`src/rtl/dmem_arb_pkg.sv`:
```
// dmem_arb_pkg: shared width, owner and state types for the data-memory arbiter.
package dmem_arb_pkg;
  localparam int DATA_W = 16;
  typedef enum logic {OWN_CORE, OWN_DMA} own_t;
  typedef enum logic {ARB, LOCK} state_t;
endpackage

```
`src/rtl/dmem_arb_if.sv`:
```
// dmem_arb_if: core, DMA and memory-port signals of the data-memory arbiter.
interface dmem_arb_if
  import dmem_arb_pkg::*;
#(parameter int ADDR_W = 8);
  logic              c_req, c_we, c_gnt, c_rvalid;
  logic [ADDR_W-1:0] c_addr;
  logic [DATA_W-1:0] c_wd, c_rdata;
  logic              d_req, d_we, d_lock, d_gnt, d_rvalid;
  logic [ADDR_W-1:0] d_addr;
  logic [DATA_W-1:0] d_wd, d_rdata;
  logic [ADDR_W-1:0] mem_rwa;
  logic              mem_we;
  logic [DATA_W-1:0] mem_wd, mem_rd;
  modport slave (
    input  c_req, c_we, c_addr, c_wd, d_req, d_we, d_lock, d_addr, d_wd, mem_rd,
    output c_gnt, c_rvalid, c_rdata, d_gnt, d_rvalid, d_rdata, mem_rwa, mem_we, mem_wd
  );
  modport master (
    output c_req, c_we, c_addr, c_wd, d_req, d_we, d_lock, d_addr, d_wd, mem_rd,
    input  c_gnt, c_rvalid, c_rdata, d_gnt, d_rvalid, d_rdata, mem_rwa, mem_we, mem_wd
  );
endinterface

```
`src/rtl/dmem_arb_pick.sv`:
```
// dmem_arb_pick: combinational winner selection; round-robin tie break under DMEM_ARB_RR_EN.
module dmem_arb_pick
  import dmem_arb_pkg::*;
(
  input  logic   c_req,
  input  logic   d_req,
  input  state_t st,
  input  logic   force_c,
`ifdef DMEM_ARB_RR_EN
  input  own_t   last_own,
`endif
  output logic   c_win,
  output logic   d_win
);
  always_comb begin
`ifdef DMEM_ARB_RR_EN
    c_win = st == LOCK ? force_c : c_req && (!d_req || last_own == OWN_DMA);
`else
    c_win = st == LOCK ? force_c : c_req;
`endif
    d_win = d_req && !c_win;
  end
endmodule

```
`src/rtl/dmem_arbiter.sv`:
```
// dmem_arbiter: shares the 16-bit data-memory port between core and DMA with bounded DMA lock.
// DMEM_ARB_RR_EN selects round-robin arbitration; otherwise core has fixed priority.
module dmem_arbiter
  import dmem_arb_pkg::*;
#(
  parameter int ADDR_W   = 8,
  parameter int MAX_LOCK = 8
) (
  input logic        clk,
  input logic        rst,
  dmem_arb_if.slave  bus
);
  state_t            st;
  logic [7:0]        lock_cnt;
  logic              rsp_vld;
  own_t              rsp_own;
  logic              c_win, d_win, c_g, d_g, force_c, c_rv, d_rv;
  logic [ADDR_W-1:0] rwa;
`ifdef DMEM_ARB_RR_EN
  own_t              last_own;
`endif
  assign force_c = st == LOCK && lock_cnt == 8'(MAX_LOCK) && bus.c_req;
  dmem_arb_pick u_pick (
    .c_req   (bus.c_req),
    .d_req   (bus.d_req),
    .st      (st),
    .force_c (force_c),
`ifdef DMEM_ARB_RR_EN
    .last_own(last_own),
`endif
    .c_win   (c_win),
    .d_win   (d_win)
  );
  always_comb begin
    c_g          = c_win && !rst;
    d_g          = d_win && !rst;
    rwa          = c_g ? bus.c_addr : d_g ? bus.d_addr : '0;
    c_rv         = rsp_vld && !rst && rsp_own == OWN_CORE;
    d_rv         = rsp_vld && !rst && rsp_own == OWN_DMA;
    bus.c_gnt    = c_g;
    bus.d_gnt    = d_g;
    bus.mem_rwa  = rwa;
    bus.mem_we   = (c_g && bus.c_we) || (d_g && bus.d_we);
    bus.mem_wd   = c_g ? bus.c_wd : d_g ? bus.d_wd : '0;
    bus.c_rvalid = c_rv;
    bus.d_rvalid = d_rv;
    bus.c_rdata  = c_rv ? bus.mem_rd : '0;
    bus.d_rdata  = d_rv ? bus.mem_rd : '0;
  end
  always_ff @(posedge clk) begin
    if (rst) begin
      st       <= ARB;
      lock_cnt <= '0;
      rsp_vld  <= 1'b0;
      rsp_own  <= OWN_CORE;
`ifdef DMEM_ARB_RR_EN
      last_own <= OWN_DMA;
`endif
    end else begin
      rsp_vld <= (c_g && !bus.c_we) || (d_g && !bus.d_we);
      rsp_own <= d_g ? OWN_DMA : OWN_CORE;
`ifdef DMEM_ARB_RR_EN
      if (c_g || d_g) last_own <= d_g ? OWN_DMA : OWN_CORE;
`endif
      if (st == ARB) begin
        if (d_g && bus.d_lock) begin
          st       <= LOCK;
          lock_cnt <= 8'd1;
        end
      end else if (d_g && bus.d_lock) begin
        // saturate so an idle core can still force a slot later
        lock_cnt <= lock_cnt == 8'(MAX_LOCK) ? lock_cnt : lock_cnt + 8'd1;
      end else begin
        st       <= ARB;
        lock_cnt <= '0;
      end
    end
  end
endmodule

```
`src/flat_wrapper.sv`:
```
// flat-port wrapper written by rule: the top's interface ports become plain ports
module dmem_arbiter_flat import dmem_arb_pkg::*;
#(
  parameter int ADDR_W   = 8,
  parameter int MAX_LOCK = 8
)
  (clk, rst, bus_c_req, bus_c_we, bus_c_addr, bus_c_wd, bus_d_req, bus_d_we, bus_d_lock, bus_d_addr, bus_d_wd, bus_mem_rd, bus_c_gnt, bus_c_rvalid, bus_c_rdata, bus_d_gnt, bus_d_rvalid, bus_d_rdata, bus_mem_rwa, bus_mem_we, bus_mem_wd);
  dmem_arb_if #(.ADDR_W(ADDR_W)) bus_i ();
  input logic clk;
  input logic rst;
  input wire logic [$bits(bus_i.c_req)-1:0] bus_c_req;
  input wire logic [$bits(bus_i.c_we)-1:0] bus_c_we;
  input wire logic [$bits(bus_i.c_addr)-1:0] bus_c_addr;
  input wire logic [$bits(bus_i.c_wd)-1:0] bus_c_wd;
  input wire logic [$bits(bus_i.d_req)-1:0] bus_d_req;
  input wire logic [$bits(bus_i.d_we)-1:0] bus_d_we;
  input wire logic [$bits(bus_i.d_lock)-1:0] bus_d_lock;
  input wire logic [$bits(bus_i.d_addr)-1:0] bus_d_addr;
  input wire logic [$bits(bus_i.d_wd)-1:0] bus_d_wd;
  input wire logic [$bits(bus_i.mem_rd)-1:0] bus_mem_rd;
  output wire logic [$bits(bus_i.c_gnt)-1:0] bus_c_gnt;
  output wire logic [$bits(bus_i.c_rvalid)-1:0] bus_c_rvalid;
  output wire logic [$bits(bus_i.c_rdata)-1:0] bus_c_rdata;
  output wire logic [$bits(bus_i.d_gnt)-1:0] bus_d_gnt;
  output wire logic [$bits(bus_i.d_rvalid)-1:0] bus_d_rvalid;
  output wire logic [$bits(bus_i.d_rdata)-1:0] bus_d_rdata;
  output wire logic [$bits(bus_i.mem_rwa)-1:0] bus_mem_rwa;
  output wire logic [$bits(bus_i.mem_we)-1:0] bus_mem_we;
  output wire logic [$bits(bus_i.mem_wd)-1:0] bus_mem_wd;
  assign bus_i.c_req = bus_c_req;
  assign bus_i.c_we = bus_c_we;
  assign bus_i.c_addr = bus_c_addr;
  assign bus_i.c_wd = bus_c_wd;
  assign bus_i.d_req = bus_d_req;
  assign bus_i.d_we = bus_d_we;
  assign bus_i.d_lock = bus_d_lock;
  assign bus_i.d_addr = bus_d_addr;
  assign bus_i.d_wd = bus_d_wd;
  assign bus_i.mem_rd = bus_mem_rd;
  assign bus_c_gnt = bus_i.c_gnt;
  assign bus_c_rvalid = bus_i.c_rvalid;
  assign bus_c_rdata = bus_i.c_rdata;
  assign bus_d_gnt = bus_i.d_gnt;
  assign bus_d_rvalid = bus_i.d_rvalid;
  assign bus_d_rdata = bus_i.d_rdata;
  assign bus_mem_rwa = bus_i.mem_rwa;
  assign bus_mem_we = bus_i.mem_we;
  assign bus_mem_wd = bus_i.mem_wd;
  dmem_arbiter #(.ADDR_W(ADDR_W), .MAX_LOCK(MAX_LOCK)) u_core (.clk(clk), .rst(rst), .bus(bus_i));
endmodule
```
`config.mk`:
```
export PLATFORM = sky130hd
export DESIGN_NAME = dmem_arbiter_flat
export DESIGN_NICKNAME = d
export VERILOG_FILES = /design/src/rtl/dmem_arb_pkg.sv /design/src/rtl/dmem_arb_if.sv /design/src/rtl/dmem_arb_pick.sv /design/src/rtl/dmem_arbiter.sv /design/src/flat_wrapper.sv
export SDC_FILE = /design/constraint.sdc
export NUM_CORES = 1
export LEC_CHECK = 0
export BUFFER_PORTS_ARGS = -buffer_cell sky130_fd_sc_hd__buf_2
export CAP_MARGIN = 20
export CELL_PAD_IN_SITES_DETAIL_PLACEMENT = 1
export CELL_PAD_IN_SITES_GLOBAL_PLACEMENT = 1
export CORE_MARGIN = 2
export CORE_UTILIZATION = 20
export DETAILED_ROUTE_END_ITERATION = 12
export PLACE_DENSITY = 0.77
export SKIP_CTS_REPAIR_TIMING = 1
export SLEW_MARGIN = 20
export SYNTH_ARGS = -nofsm -noshare
export SYNTH_HDL_FRONTEND = slang
export SYNTH_HIERARCHICAL = 1
export SYNTH_SLANG_ARGS = --single-unit
```
`constraint.sdc`:
```
create_clock -name clk -period 3.71 [get_ports clk]
set_clock_uncertainty 0.05 [all_clocks]
set_input_delay 0.742 -clock clk [delete_from_list [all_inputs] [get_ports clk]]
set_output_delay 0.742 -clock clk [all_outputs]
set_load 0.02 [all_outputs]
```
### Yosys cells after proc, flatten, opt, wreduce, memory -nomap -nowiden

Index checks and enable logic that the tools add are counted.

| operators by class | value |
|---|---|
| add/subtract/negate cells | 1 |
| equal/unequal tests | 2 |
| muxes and demuxes | 13 |
| bitwise operators | 1 |
| reduce and logical (&&, ||, !) cells | 21 |

Operator list:

| kind | number |
|---|---|
| $mux 16 | 4 |
| $mux 8 | 6 |
| $logic_and 1x1->1 | 13 |
| $add 8x1->8 const B | 1 |
| $eq 8x4->1 const B | 1 |
| $logic_not 1->1 | 4 |
| $mux 1 | 3 |
| $ne 3x3->1 const B | 1 |
| $logic_or 1x1->1 | 2 |
| $reduce_and 2->1 | 1 |
| $reduce_bool 2->1 | 1 |
| $not 1->1 | 1 |

| word-level totals | value |
|---|---|
| register bits after elaboration | 11 |
| input port bits | 71 |
| output and inout bits | 61 |
| logic and storage cells | 42 |

### Longest topological paths before layout

Gate-level depths: netlist (run 1).

| logic depth | value |
|---|---|
| depth after elaboration | 10 |
| gate-level depth with buffers | 11 |
| depth with buffers taken out | 10 |

### Modules after synthesis

The synthesis (run 1) kept the hierarchy.

Modules (own cells, without submodules):

| module | times used | cells each | area each (µm²) | seq. area each (µm²) |
|---|---|---|---|---|
| dmem_arbiter | 1 | 131 | 1054.8 | 220.2 |
| dmem_arb_pick | 1 | 3 | 25.0 | 0.0 |

### Worst setup path before layout (run 1)

OpenSTA, ideal clock, no wires.

| path | value |
|---|---|
| path type | register to output |
| from | register u_core.lock_cnt[0] |
| to | output bus_mem_rwa[2] |
| arrival | 2.220 ns |
| required time | 2.918 ns |
| setup slack | 0.698 ns |
| cell stages (with the launch flop) | 11 |
| path buffers | 1 |
| cells stage by stage | dfxtp_1 inv_1 ha_1 and4bb_1 and3_1 mux2_4 nor2_2 nand2b_1 nor2_1 buf_2 a22o_1 |

| between the ends | value |
|---|---|
| word-level cells in the longest chain between the ends | 9 |
| elaborated cells on any way between the ends | 10 |
| those cells by class | eq/ne: 1; mux: 3; reduce/logical: 6 |

RTL lines:

| what | line | RTL |
|---|---|---|
| start, declared | dmem_arbiter.sv:14 | `logic [7:0] lock_cnt;` |
| start signal, assigned | dmem_arbiter.sv:72 | `lock_cnt <= lock_cnt == 8'(MAX_LOCK) ? lock_cnt : lock_cnt + 8'd1;` |
| $eq 8x4->1 | dmem_arbiter.sv:22 | `assign force_c = st == LOCK && lock_cnt == 8'(MAX_LOCK) && bus.c_req;` |
| $logic_and 1x1->1 (2 in series) | dmem_arbiter.sv:22 |  |
| named net u_core.force_c | dmem_arbiter.sv:17 | `logic c_win, d_win, c_g, d_g, force_c, c_rv, d_rv;` |
| $mux 1 | dmem_arb_pick.sv:19 | `c_win = st == LOCK ? force_c : c_req;` |
| named net u_core.c_win | dmem_arbiter.sv:17 |  |
| $logic_not 1->1 | dmem_arb_pick.sv:21 | `d_win = d_req && !c_win;` |
| $logic_and 1x1->1 | dmem_arb_pick.sv:21 |  |
| named net u_core.d_win | dmem_arbiter.sv:17 |  |
| $logic_and 1x1->1 | dmem_arbiter.sv:36 | `d_g = d_win && !rst;` |
| $mux 8 (2 in series) | dmem_arbiter.sv:37 | `rwa = c_g ? bus.c_addr : d_g ? bus.d_addr : '0;` |
| end, declared | flat_wrapper.sv:27 | `output wire logic [$bits(bus_i.mem_rwa)-1:0] bus_mem_rwa;` |

The timed path passes the listed nets, and every way through them passes these cells.

### Worst setup path after layout (run 1)

Same ends and word-level chain as after synthesis.

==> results of run 1 <==
-- metrics by stage --
step,hold WS [ns],cell area [um^2],power [mW],instances
floorplan,0.4227,1080,0.1923,134
global placement,0.4491,1792,0.2544,328
detailed placement,0.4595,1792,0.2567,328
CTS,0.4713,1838,0.3831,332
global route,0.5071,1838,0.4020,332
finish,0.4664,1838,0.3766,332
-- logic make-up after synthesis --
kind of cell | synth area share [%]
muxes | 1.390
xor gates and xnor gates | 0.8113
buffers and inverters | 6.373
AOI/OAI and AO/OA | 33.14
DFF | 20.39
and+or+nand+nor | 35.58
adders and majority gates | 2.317
-- critical path: cells and delay by family, from the launching register on --
kind                     cells  cell delay (ns)
AND/OR/NAND/NOR              5             0.89
buffers and inverters        3             0.50
flip-flops                   1             0.38
multiplexers                 1             0.28
adder cells (fa/ha/maj)      1             0.18
AO/OA/AOI/OAI                1             0.18
-- final cells by class --
cell class / count / area, um^2 / share of cell area [%]
clock inverters: 1 / 5.005 / 0.2723
inverters: 6 / 22.52 / 1.225
flip-flops and latches: 11 / 220.2 / 11.98
multi-input cells: 108 / 790.8 / 43.02
repair buffers: 133 / 670.6 / 36.49
clock buffers: 3 / 41.29 / 2.246
well taps: 70 / 87.58 / 4.765
-- cells in the mapped netlist --
library cell / instances / area share [%]
ha_1: 2 / 2.3
o211ai_1: 1 / 0.70
nor4b_4: 1 / 2.2
and2_1: 32 / 19
buf_2: 4 / 1.9
dfxtp_1: 11 / 20
o21ai_0: 3 / 1.4
nand2_1: 6 / 2.1
a22o_1: 29 / 24
and3_1: 2 / 1.2
nor2_2: 1 / 0.58
a211oi_1: 2 / 1.4
inv_1: 6 / 2.1
or2_2: 1 / 0.58
a31o_4: 1 / 1.6
a21o_1: 2 / 1.4
nor3b_1: 1 / 0.70
a21oi_2: 1 / 0.81
and2b_1: 1 / 0.70
xnor2_1: 1 / 0.81
and4bb_1: 1 / 1.2
nor2_1: 5 / 1.7
nor4_1: 1 / 0.58
mux2_4: 1 / 1.4
buf_1: 1 / 0.35
nand2b_1: 1 / 0.58
buf_6: 1 / 1.0
nand3_1: 4 / 1.9
and3b_1: 2 / 1.6
nand4b_1: 1 / 0.81
a21oi_1: 2 / 0.93
o22ai_1: 1 / 0.58
clkbuf_1: 3 / 1.0
nand3b_1: 1 / 0.70
a311oi_1: 1 / 0.81
-- sequential cells by signal, summed over array words and instances, names as in the netlist --
signal           cells
u_core/st            1
u_core/lock_cnt      8
u_core/rsp_vld       1
u_core/rsp_own       1
-- layer usage --
metal  share of wire [%]  routed length (um)  up-vias
met5                   0                   0        -
met4                0.62                  29        0
met3                 7.8                 361        4
met2                  50                2333       71
met1                  41                1927      672
li1                    -                   -      745
-- worst max path at each step --
| stage | start | endpoint | slack, ns | cells after the start |
|---|---|---|---|---|
| 3_5_place_dp | u_core/lock_cnt[0] | bus_mem_rwa[2] | 0.53 | 11 |
| 4_1_cts | u_core/lock_cnt[0] | bus_mem_rwa[2] | 0.26 | 11 |
| 3_3_place_gp | u_core/lock_cnt[0] | bus_mem_rwa[2] | 0.60 | 11 |
| 5_1_grt | u_core/lock_cnt[0] | bus_mem_rwa[7] | 0.11 | 11 |
| 2_1_floorplan | u_core/lock_cnt[0] | bus_mem_rwa[2] | 0.70 | 10 |
| 6_report | u_core/lock_cnt[0] | bus_mem_rwa[2] | 0.27 | 11 |
-- power breakdown --
part           switching [mW]  total [mW]  internal (mW)
Clock                  0.0487       0.123         0.0740
Combinational          0.0704       0.132         0.0619
Sequential            0.00148       0.122          0.120
Total                   0.121       0.377          0.256
==> out/qor.csv, run 1 <==
metric,value,unit
Ports,132,
worst reg-to-reg path cell count,10,
Hold Path End,u_core/lock_cnt[7],
R2R Path Start,u_core/lock_cnt[0],
critical path launch point type,flop,
busiest grt layer,met2,
setup_tns,0,ns
number of port buffers,131,
Final #Nets,336,
final weighted congestion in routability-driven placement,0.8566,
Initial DRC Count,27,
core area,0.005172,mm^2
clock root buffer,clkbuf_8,
initial antenna violation count,0,
CP required,2.92,ns
CP cell instances,inv_1 -> ha_1 -> and4bb_1 -> and3_1 -> mux2_4 -> nor2_2 -> nand2b_1 -> nor2_1 -> buf_4 -> a22o_1 -> buf_2,
Die Footprint,0.006002,mm^2
# diodes,0,
H-tree Lvls,1,
hold path startpoint,u_core/lock_cnt[7],
Initial Util,20.88,%
Mapped Nets,207,
Crit. End Element,primary output,
register-to-register setup slack,1.19,ns
Routed Antenna Nets,0,
Clock Path Buffers,2,
"Warnings, synthesis",6,
TritonCTS clock tree,built,
Vias/cell,4.494,
clk sinks,11,
final setup fails,0,
final hold viol count,0,
DRC viols,0,
worst-path fanout max,24,
DR pass1 iterations,4,
via count,1492,
global route total overflow,0,
critical path's largest stage delay,0.38,ns
Critical R2R Capture,u_core/lock_cnt[2],
status,"complete, no violations",
GRT Total Usage,14.77,%
slew margin rel.,41.83,%
Global Route met1 Usage,18.37,%
largest net degree at the start of global routing,28,
"Slew Viols, Final",0,
share of layout cells above drive strength 1,54.58,%
VDD IR max,146.4,uV
period utilization,92.78,%
CTS Buf Count,3,
Leak Pwr,1.080,nW
first-pass GRT wire length,7362,um
Area Overhead vs Synth,70.22,%
Cell variety after synth,35,
worst slew pin tran,0.8726,ns
hold depth,2,
fill count,687,
Syn Area/Cell,8.058,um^2
post-synthesis instance total,134,
kind of critical path,flop to primary output,
"commonest non-fill, non-tap cell in the layout",buf_2,
Crit-path slowest cell,dfxtp_1,
Synth Register Bits,11,
most frequent cells in the layout,"buf_2 (131), and2_1 (32), a22o_1 (29)",
Mapped Area,0.001080,mm^2
Util after Layout,35.53,%
dpl ws,0.5335,ns
Worst EP arrival,2.65,ns
DR WL/cell,14.01,um
"Worst Setup Slack, final",0.2677,ns
maximum clock rate,290.5,MHz
PwrDens,204.9,mW/mm^2
Routed WL,4651,um
hold crit path type,flop to flop,
DP Wirelength,3886,um
met2 Use GR,25.65,%
grt met3 use,3.488,%
RSZ-0062 raised after global routing,false,
sequential area share after synthesis,20.39,%
Max Cap Viol,0,
Tmin final,3.442,ns
chip height,77.48,um
vias in the first global route,1434,
clk slew on worst S/H paths,0.06,ns
Die W,77.48,um
Worst-Skew Late Latency,0.24,ns
Cell Rows,26,
Note: power is estimated with default switching activity, not from simulation.
==> run 2, diff against run 1 <==
--- a/config.mk
+++ b/config.mk
@@ -5,14 +5,15 @@
 export SDC_FILE = /design/constraint.sdc
 export NUM_CORES = 1
 export LEC_CHECK = 0
+export ABC_AREA = 1
 export BUFFER_PORTS_ARGS = -buffer_cell sky130_fd_sc_hd__buf_2
 export CAP_MARGIN = 20
 export CELL_PAD_IN_SITES_DETAIL_PLACEMENT = 1
 export CELL_PAD_IN_SITES_GLOBAL_PLACEMENT = 1
 export CORE_MARGIN = 2
-export CORE_UTILIZATION = 20
+export CORE_UTILIZATION = 21
 export DETAILED_ROUTE_END_ITERATION = 12
-export PLACE_DENSITY = 0.77
+export PLACE_DENSITY = 0.78
 export SKIP_CTS_REPAIR_TIMING = 1
 export SLEW_MARGIN = 20
 export SYNTH_ARGS = -nofsm -noshare
==> out/qor.csv, run 2 <==
metric,value,unit
Ports,132,
fill count,858,
"commonest non-fill, non-tap cell in the layout",buf_2,
Worst EP arrival,2.49,ns
worst slew pin tran,0.5458,ns
global route total overflow,0,
Routed Antenna Nets,0,
hold depth,2,
multiplexer area fraction after synthesis,0,%
period utilization,88.55,%
Top reg by flops,u_core/lock_cnt,
VDD IR max,80.06,uV
XOR/XNOR Fraction of Synth Area,0,%
cell taking the most area after synthesis,nand2_1,
via count,1960,
Initial Util,21.87,%
core area,0.005991,mm^2
CTS Buf Count,3,
status,"complete, no violations",
worst reg-to-reg path cell count,15,
# diodes,0,
Crit. End Element,primary output,
Tmin final,3.285,ns
Syn Area/Cell,5.551,um^2
setup_tns,0,ns
DR pass1 iterations,4,
post-synthesis instance total,236,
hold path startpoint,u_core/lock_cnt[7],
largest family of logic cells by synthesized area,simple AND/OR/NAND/NOR gates,
Routed WL,5286,um
Final #Nets,435,
Hold Path End,u_core/lock_cnt[7],
Largest register FFs,8,
Clock Path Buffers,2,
chip height,82.98,um
initial antenna violation count,0,
register-to-register setup slack,1.51,ns
commonest cells in the netlist,"nand2_1 (64), nor2_1 (38), inv_1 (30)",
worst-path fanout max,26,
critical path launch point type,flop,
sequential area share after synthesis,16.81,%
share of layout cells above drive strength 1,44.04,%
number of port buffers,131,
Synth Area in Simple Gates,49.09,%
final weighted congestion in routability-driven placement,0.7790,
Die Footprint,0.006886,mm^2
Post-Synth Adder-Cell Area,1.910,%
post-synth top area share,18.34,%
Critical R2R Capture,u_core/lock_cnt[1],
PwrDens,193.1,mW/mm^2
Util after Layout,33.90,%
H-tree Lvls,1,
slew margin rel.,63.53,%
R2R Path Start,u_core/lock_cnt[1],
Mapped Nets,309,
first-pass GRT wire length,8804,um
GRT Total Usage,14.99,%
DP Wirelength,4326,um
most common cell in the netlist,nand2_1,
Initial DRC Count,52,
Synth Register Bits,11,
clock root buffer,clkbuf_8,
ys async rst share,0,%
maximum clock rate,304.4,MHz
final hold viol count,0,
Cell Rows,28,
largest net degree at the start of global routing,29,
TritonCTS clock tree,built,
"Warnings, synthesis",6,
kind of critical path,flop to primary output,
Die W,82.98,um
Leak Pwr,1.221,nW
"Top FF cell, synth",dfxtp_1,
DRC viols,0,
clk sinks,11,
Synth Area in Compound Gates,14.71,%
clk slew on worst S/H paths,0.05,ns
vias in the first global route,1997,
DR WL/cell,12.12,um
Mapped Area,0.001310,mm^2
Post-synth EDFFs,0,
hold crit path type,flop to flop,
"Slew Viols, Final",0,
Max Cap Viol,0,
Cell variety after synth,24,
"top cells by area, synth","nand2_1 (18%), dfxtp_1 (17%), nor2_1 (11%), inv_1 (8.6%), o21ai_0 (6.9%)",
Area Overhead vs Synth,55.01,%
Vias/cell,4.495,
RSZ-0062 raised after global routing,false,
final setup fails,0,
CP required,2.92,ns
Worst-Skew Late Latency,0.24,ns
most frequent cells in the layout,"buf_2 (131), nand2_1 (64), nor2_1 (38)",
run 2: changes by cell type after synthesis, sizes merged, moves of 4 or more:
cell / previous run / this run
nand2: 6 / 72
nand3: 4 / 12
inv: 6 / 37
a22o: 29 / 1
and2: 32 / 0
nor2: 6 / 43
a21oi: 3 / 7
nand4: 0 / 8
o21ai: 3 / 28
run 2: routing by layer:
layer | track usage [%] | up-vias | routed length (um)
met1 | 15.98 | 880 | 2069
li1 | - | 980 | -
met2 | 29.25 | 91 | 2768
met5 | 0 | - | 0
met4 | 2.683 | 0 | 48
met3 | 4.175 | 9 | 399
run 2: cell families after synthesis:
| group | count (synthesis) |
|---|---|
| flops | 11 |
| buf+inv | 49 |
| fa+ha+maj | 2 |
| simple gates | 137 |
| compound gates | 37 |
run 2: layout make-up:
| cell class | count | area, um^2 | area share, % |
|---|---|---|---|
| tap | 75 | 93.84 | 4.621 |
| timing repair buffer | 132 | 663.1 | 32.66 |
| clock buffer | 3 | 41.29 | 2.033 |
| inverter | 38 | 146.4 | 7.209 |
| sequential | 11 | 220.2 | 10.84 |
| clock inverter | 1 | 5.005 | 0.2465 |
| multi-input combinational | 176 | 860.8 | 42.39 |
run 2: how the worst max path moves through the flow:
stage / from / to
floorplan: u_core/lock_cnt[0] / bus_mem_wd[6]
global placement: bus_c_req / bus_mem_rwa[2]
detailed placement: bus_c_req / bus_mem_rwa[2]
CTS: u_core/lock_cnt[0] / bus_mem_rwa[2]
global route: u_core/lock_cnt[0] / bus_mem_rwa[2]
finish: u_core/lock_cnt[0] / bus_mem_rwa[2]
run 2: where the power goes:
group | internal (mW) | leakage, nW | switching (mW) | total, mW
Sequential | 0.120 | 0.0891 | 0.00126 | 0.122
Clock | 0.0740 | 0.0255 | 0.0485 | 0.123
Combinational | 0.0567 | 1.11 | 0.0913 | 0.148
run 2: stage by stage:
stage | hold WS (ns) | setup slack [ns] | cells | instance area, um^2 | power, mW
3_3_place_gp | 0.4374 | 0.6659 | 432 | 1984 | 0.2705
3_5_place_dp | 0.4460 | 0.6318 | 432 | 1984 | 0.2740
5_1_grt | 0.4923 | 0.1838 | 436 | 2031 | 0.4214
2_1_floorplan | 0.4234 | 0.9893 | 236 | 1310 | 0.2078
6_report | 0.4517 | 0.4247 | 436 | 2031 | 0.3921
4_1_cts | 0.4537 | 0.3649 | 436 | 2031 | 0.3991
run 2: critical path, stage by stage, from the launching register on:
cell and delay, ns:
dfxtp_1 0.35, inv_2 0.09, ha_1 0.16, nand2_2 0.07, nor2_4 0.12, nand2_4 0.09
nor2_1 0.09, nand2_1 0.07, nand2_2 0.09, inv_2 0.18, nor2_4 0.49, nand2_1 0.10
o21ai_0 0.13, buf_2 0.21
==> run 3, diff against run 2 <==
--- a/config.mk
+++ b/config.mk
@@ -5,15 +5,15 @@
 export SDC_FILE = /design/constraint.sdc
 export NUM_CORES = 1
 export LEC_CHECK = 0
-export ABC_AREA = 1
 export BUFFER_PORTS_ARGS = -buffer_cell sky130_fd_sc_hd__buf_2
 export CAP_MARGIN = 20
 export CELL_PAD_IN_SITES_DETAIL_PLACEMENT = 1
 export CELL_PAD_IN_SITES_GLOBAL_PLACEMENT = 1
 export CORE_MARGIN = 2
-export CORE_UTILIZATION = 21
+export CORE_UTILIZATION = 20
 export DETAILED_ROUTE_END_ITERATION = 12
-export PLACE_DENSITY = 0.78
+export PLACE_DENSITY = 0.77
+export RECOVER_POWER = 100
 export SKIP_CTS_REPAIR_TIMING = 1
 export SLEW_MARGIN = 20
 export SYNTH_ARGS = -nofsm -noshare
==> out/qor.csv, run 3 (synthesized netlist as in run 1, its figures left out) <==
metric,value,unit
Initial DRC Count,26,
core area,0.005172,mm^2
Initial Util,20.88,%
CP required,2.92,ns
DR pass1 iterations,4,
clock root buffer,clkbuf_8,
RSZ-0062 raised after global routing,false,
GRT Total Usage,14.77,%
initial antenna violation count,0,
Largest register FFs,8,
Crit-path slowest cell,dfxtp_1,
TritonCTS clock tree,built,
global route total overflow,0,
VDD IR max,145.8,uV
Area Overhead vs Synth,66.74,%
Tmin final,3.480,ns
first-pass GRT wire length,7362,um
PwrDens,208.0,mW/mm^2
# diodes,0,
H-tree Lvls,1,
Routed WL,4688,um
maximum clock rate,287.3,MHz
clk sinks,11,
critical path's largest stage delay,0.38,ns
setup_tns,0,ns
Clock Path Buffers,2,
DRC viols,0,
largest net degree at the start of global routing,28,
final setup fails,0,
slew margin rel.,41.56,%
Max Cap Viol,0,
Setup crit start,u_core/lock_cnt[0],
register-to-register setup slack,0.96,ns
hold crit path type,flop to flop,
Placement Cell Area,0.001792,mm^2
number of port buffers,131,
worst reg-to-reg path cell count,10,
DR WL/cell,14.12,um
CTS Buf Count,3,
Die W,77.48,um
Critical R2R Capture,u_core/lock_cnt[2],
final weighted congestion in routability-driven placement,0.8566,
DP Wirelength,3886,um
final hold viol count,0,
post-route insts no fill,332,
via count,1473,
kind of critical path,flop to primary output,
Die Footprint,0.006002,mm^2
Top reg by flops,u_core/lock_cnt,
critical path launch point type,flop,
"commonest non-fill, non-tap cell in the layout",buf_2,
Cell Rows,26,
placed cells,328,
vias in the first global route,1434,
Leak Pwr,0.9512,nW
worst slew pin tran,0.8766,ns
"Slew Viols, Final",0,
share of layout cells above drive strength 1,44.66,%
Final #Nets,336,
Vias/cell,4.437,
hold depth,2,
Ports,132,
Worst-Skew Late Latency,0.24,ns
Crit. End Element,primary output,
Finished Cell Area,0.001800,mm^2
CP cell instances,inv_1 -> ha_1 -> and4bb_1 -> and3_1 -> mux2_4 -> nor2_2 -> nand2b_1 -> nor2_1 -> clkbuf_4 -> a22o_1 -> clkbuf_2,
Routed Antenna Nets,0,
clk slew on worst S/H paths,0.05,ns
most frequent cells in the layout,"buf_2 (90), a22o_1 (29), clkbuf_1 (25)",
Setup crit end,bus_mem_rwa[2],
worst-path fanout max,24,
R2R Path Start,u_core/lock_cnt[0],
Worst EP arrival,2.69,ns
chip height,77.48,um
status,"complete, no violations",
period utilization,93.81,%
==> run 3: cell count changes in the layout (fill, tap and decap cells not counted), sizes merged, moves of 28 or more <==
cell / previous run / this run
nand2: 72 / 6
clkbuf: 3 / 46
buf: 132 / 90
nor2: 43 / 6
and2: 0 / 32
inv: 37 / 6
a22o: 1 / 29
==> run 3: area by class of cell <==
| type | instances | area [um^2] |
|---|---|---|
| clock buffer | 3 | 41.29 |
| inverter | 6 | 22.52 |
| tap | 70 | 87.58 |
| clock inverter | 1 | 5.005 |
| timing repair buffer | 133 | 636.9 |
| multi-input combinational | 108 | 787.0 |
| sequential | 11 | 220.2 |
| fill | 703 | 3372 |
==> run 3: per-stage QoR <==
stage / util (%) / power [mW] / setup slack, ns / hold slack, ns
6_report: 34.81 / 0.3745 / 0.2298 / 0.4661
5_1_grt: 34.81 / 0.4003 / 0.06333 / 0.5071
4_1_cts: 35.53 / 0.3831 / 0.2552 / 0.4713
3_5_place_dp: 34.64 / 0.2567 / 0.5335 / 0.4595
3_3_place_gp: 34.64 / 0.2544 / 0.5992 / 0.4491
2_1_floorplan: - / 0.1923 / 0.6977 / 0.4227
==> run 3: worst max-delay path, delay by kind of cell, from the launching register on <==
kind | cells | cell delay [ns]
muxes | 1 | 0.28
and+or+nand+nor | 5 | 0.86
AOI/OAI and AO/OA | 1 | 0.19
adders and majority gates | 1 | 0.18
buffers and inverters | 3 | 0.54
DFF | 1 | 0.38
==> run 3: worst min path at each step <==
stage / from / endpoint / slack, ns
after floorplan: u_core/lock_cnt[7] / u_core/lock_cnt[7] / 0.42
final: u_core/lock_cnt[7] / u_core/lock_cnt[7] / 0.47
after detailed placement: u_core/lock_cnt[7] / u_core/lock_cnt[7] / 0.46
after global placement: u_core/lock_cnt[7] / u_core/lock_cnt[7] / 0.45
after global routing: u_core/lock_cnt[7] / u_core/lock_cnt[7] / 0.51
after CTS: u_core/lock_cnt[7] / u_core/lock_cnt[7] / 0.47
==> run 3: report_power, final <==
group | switching (mW) | internal (mW) | total [mW]
Clock | 0.0482 | 0.0740 | 0.122
Combinational | 0.0709 | 0.0597 | 0.131
Sequential | 0.00149 | 0.120 | 0.122
==> run 3: layer usage <==
layer	GRT usage, %	part of all wire (%)	wire [um]
met5	0	0	0
met2	25.65	50	2348
met3	3.488	7.8	368
met1	18.37	42	1948
met4	3.571	0.47	22
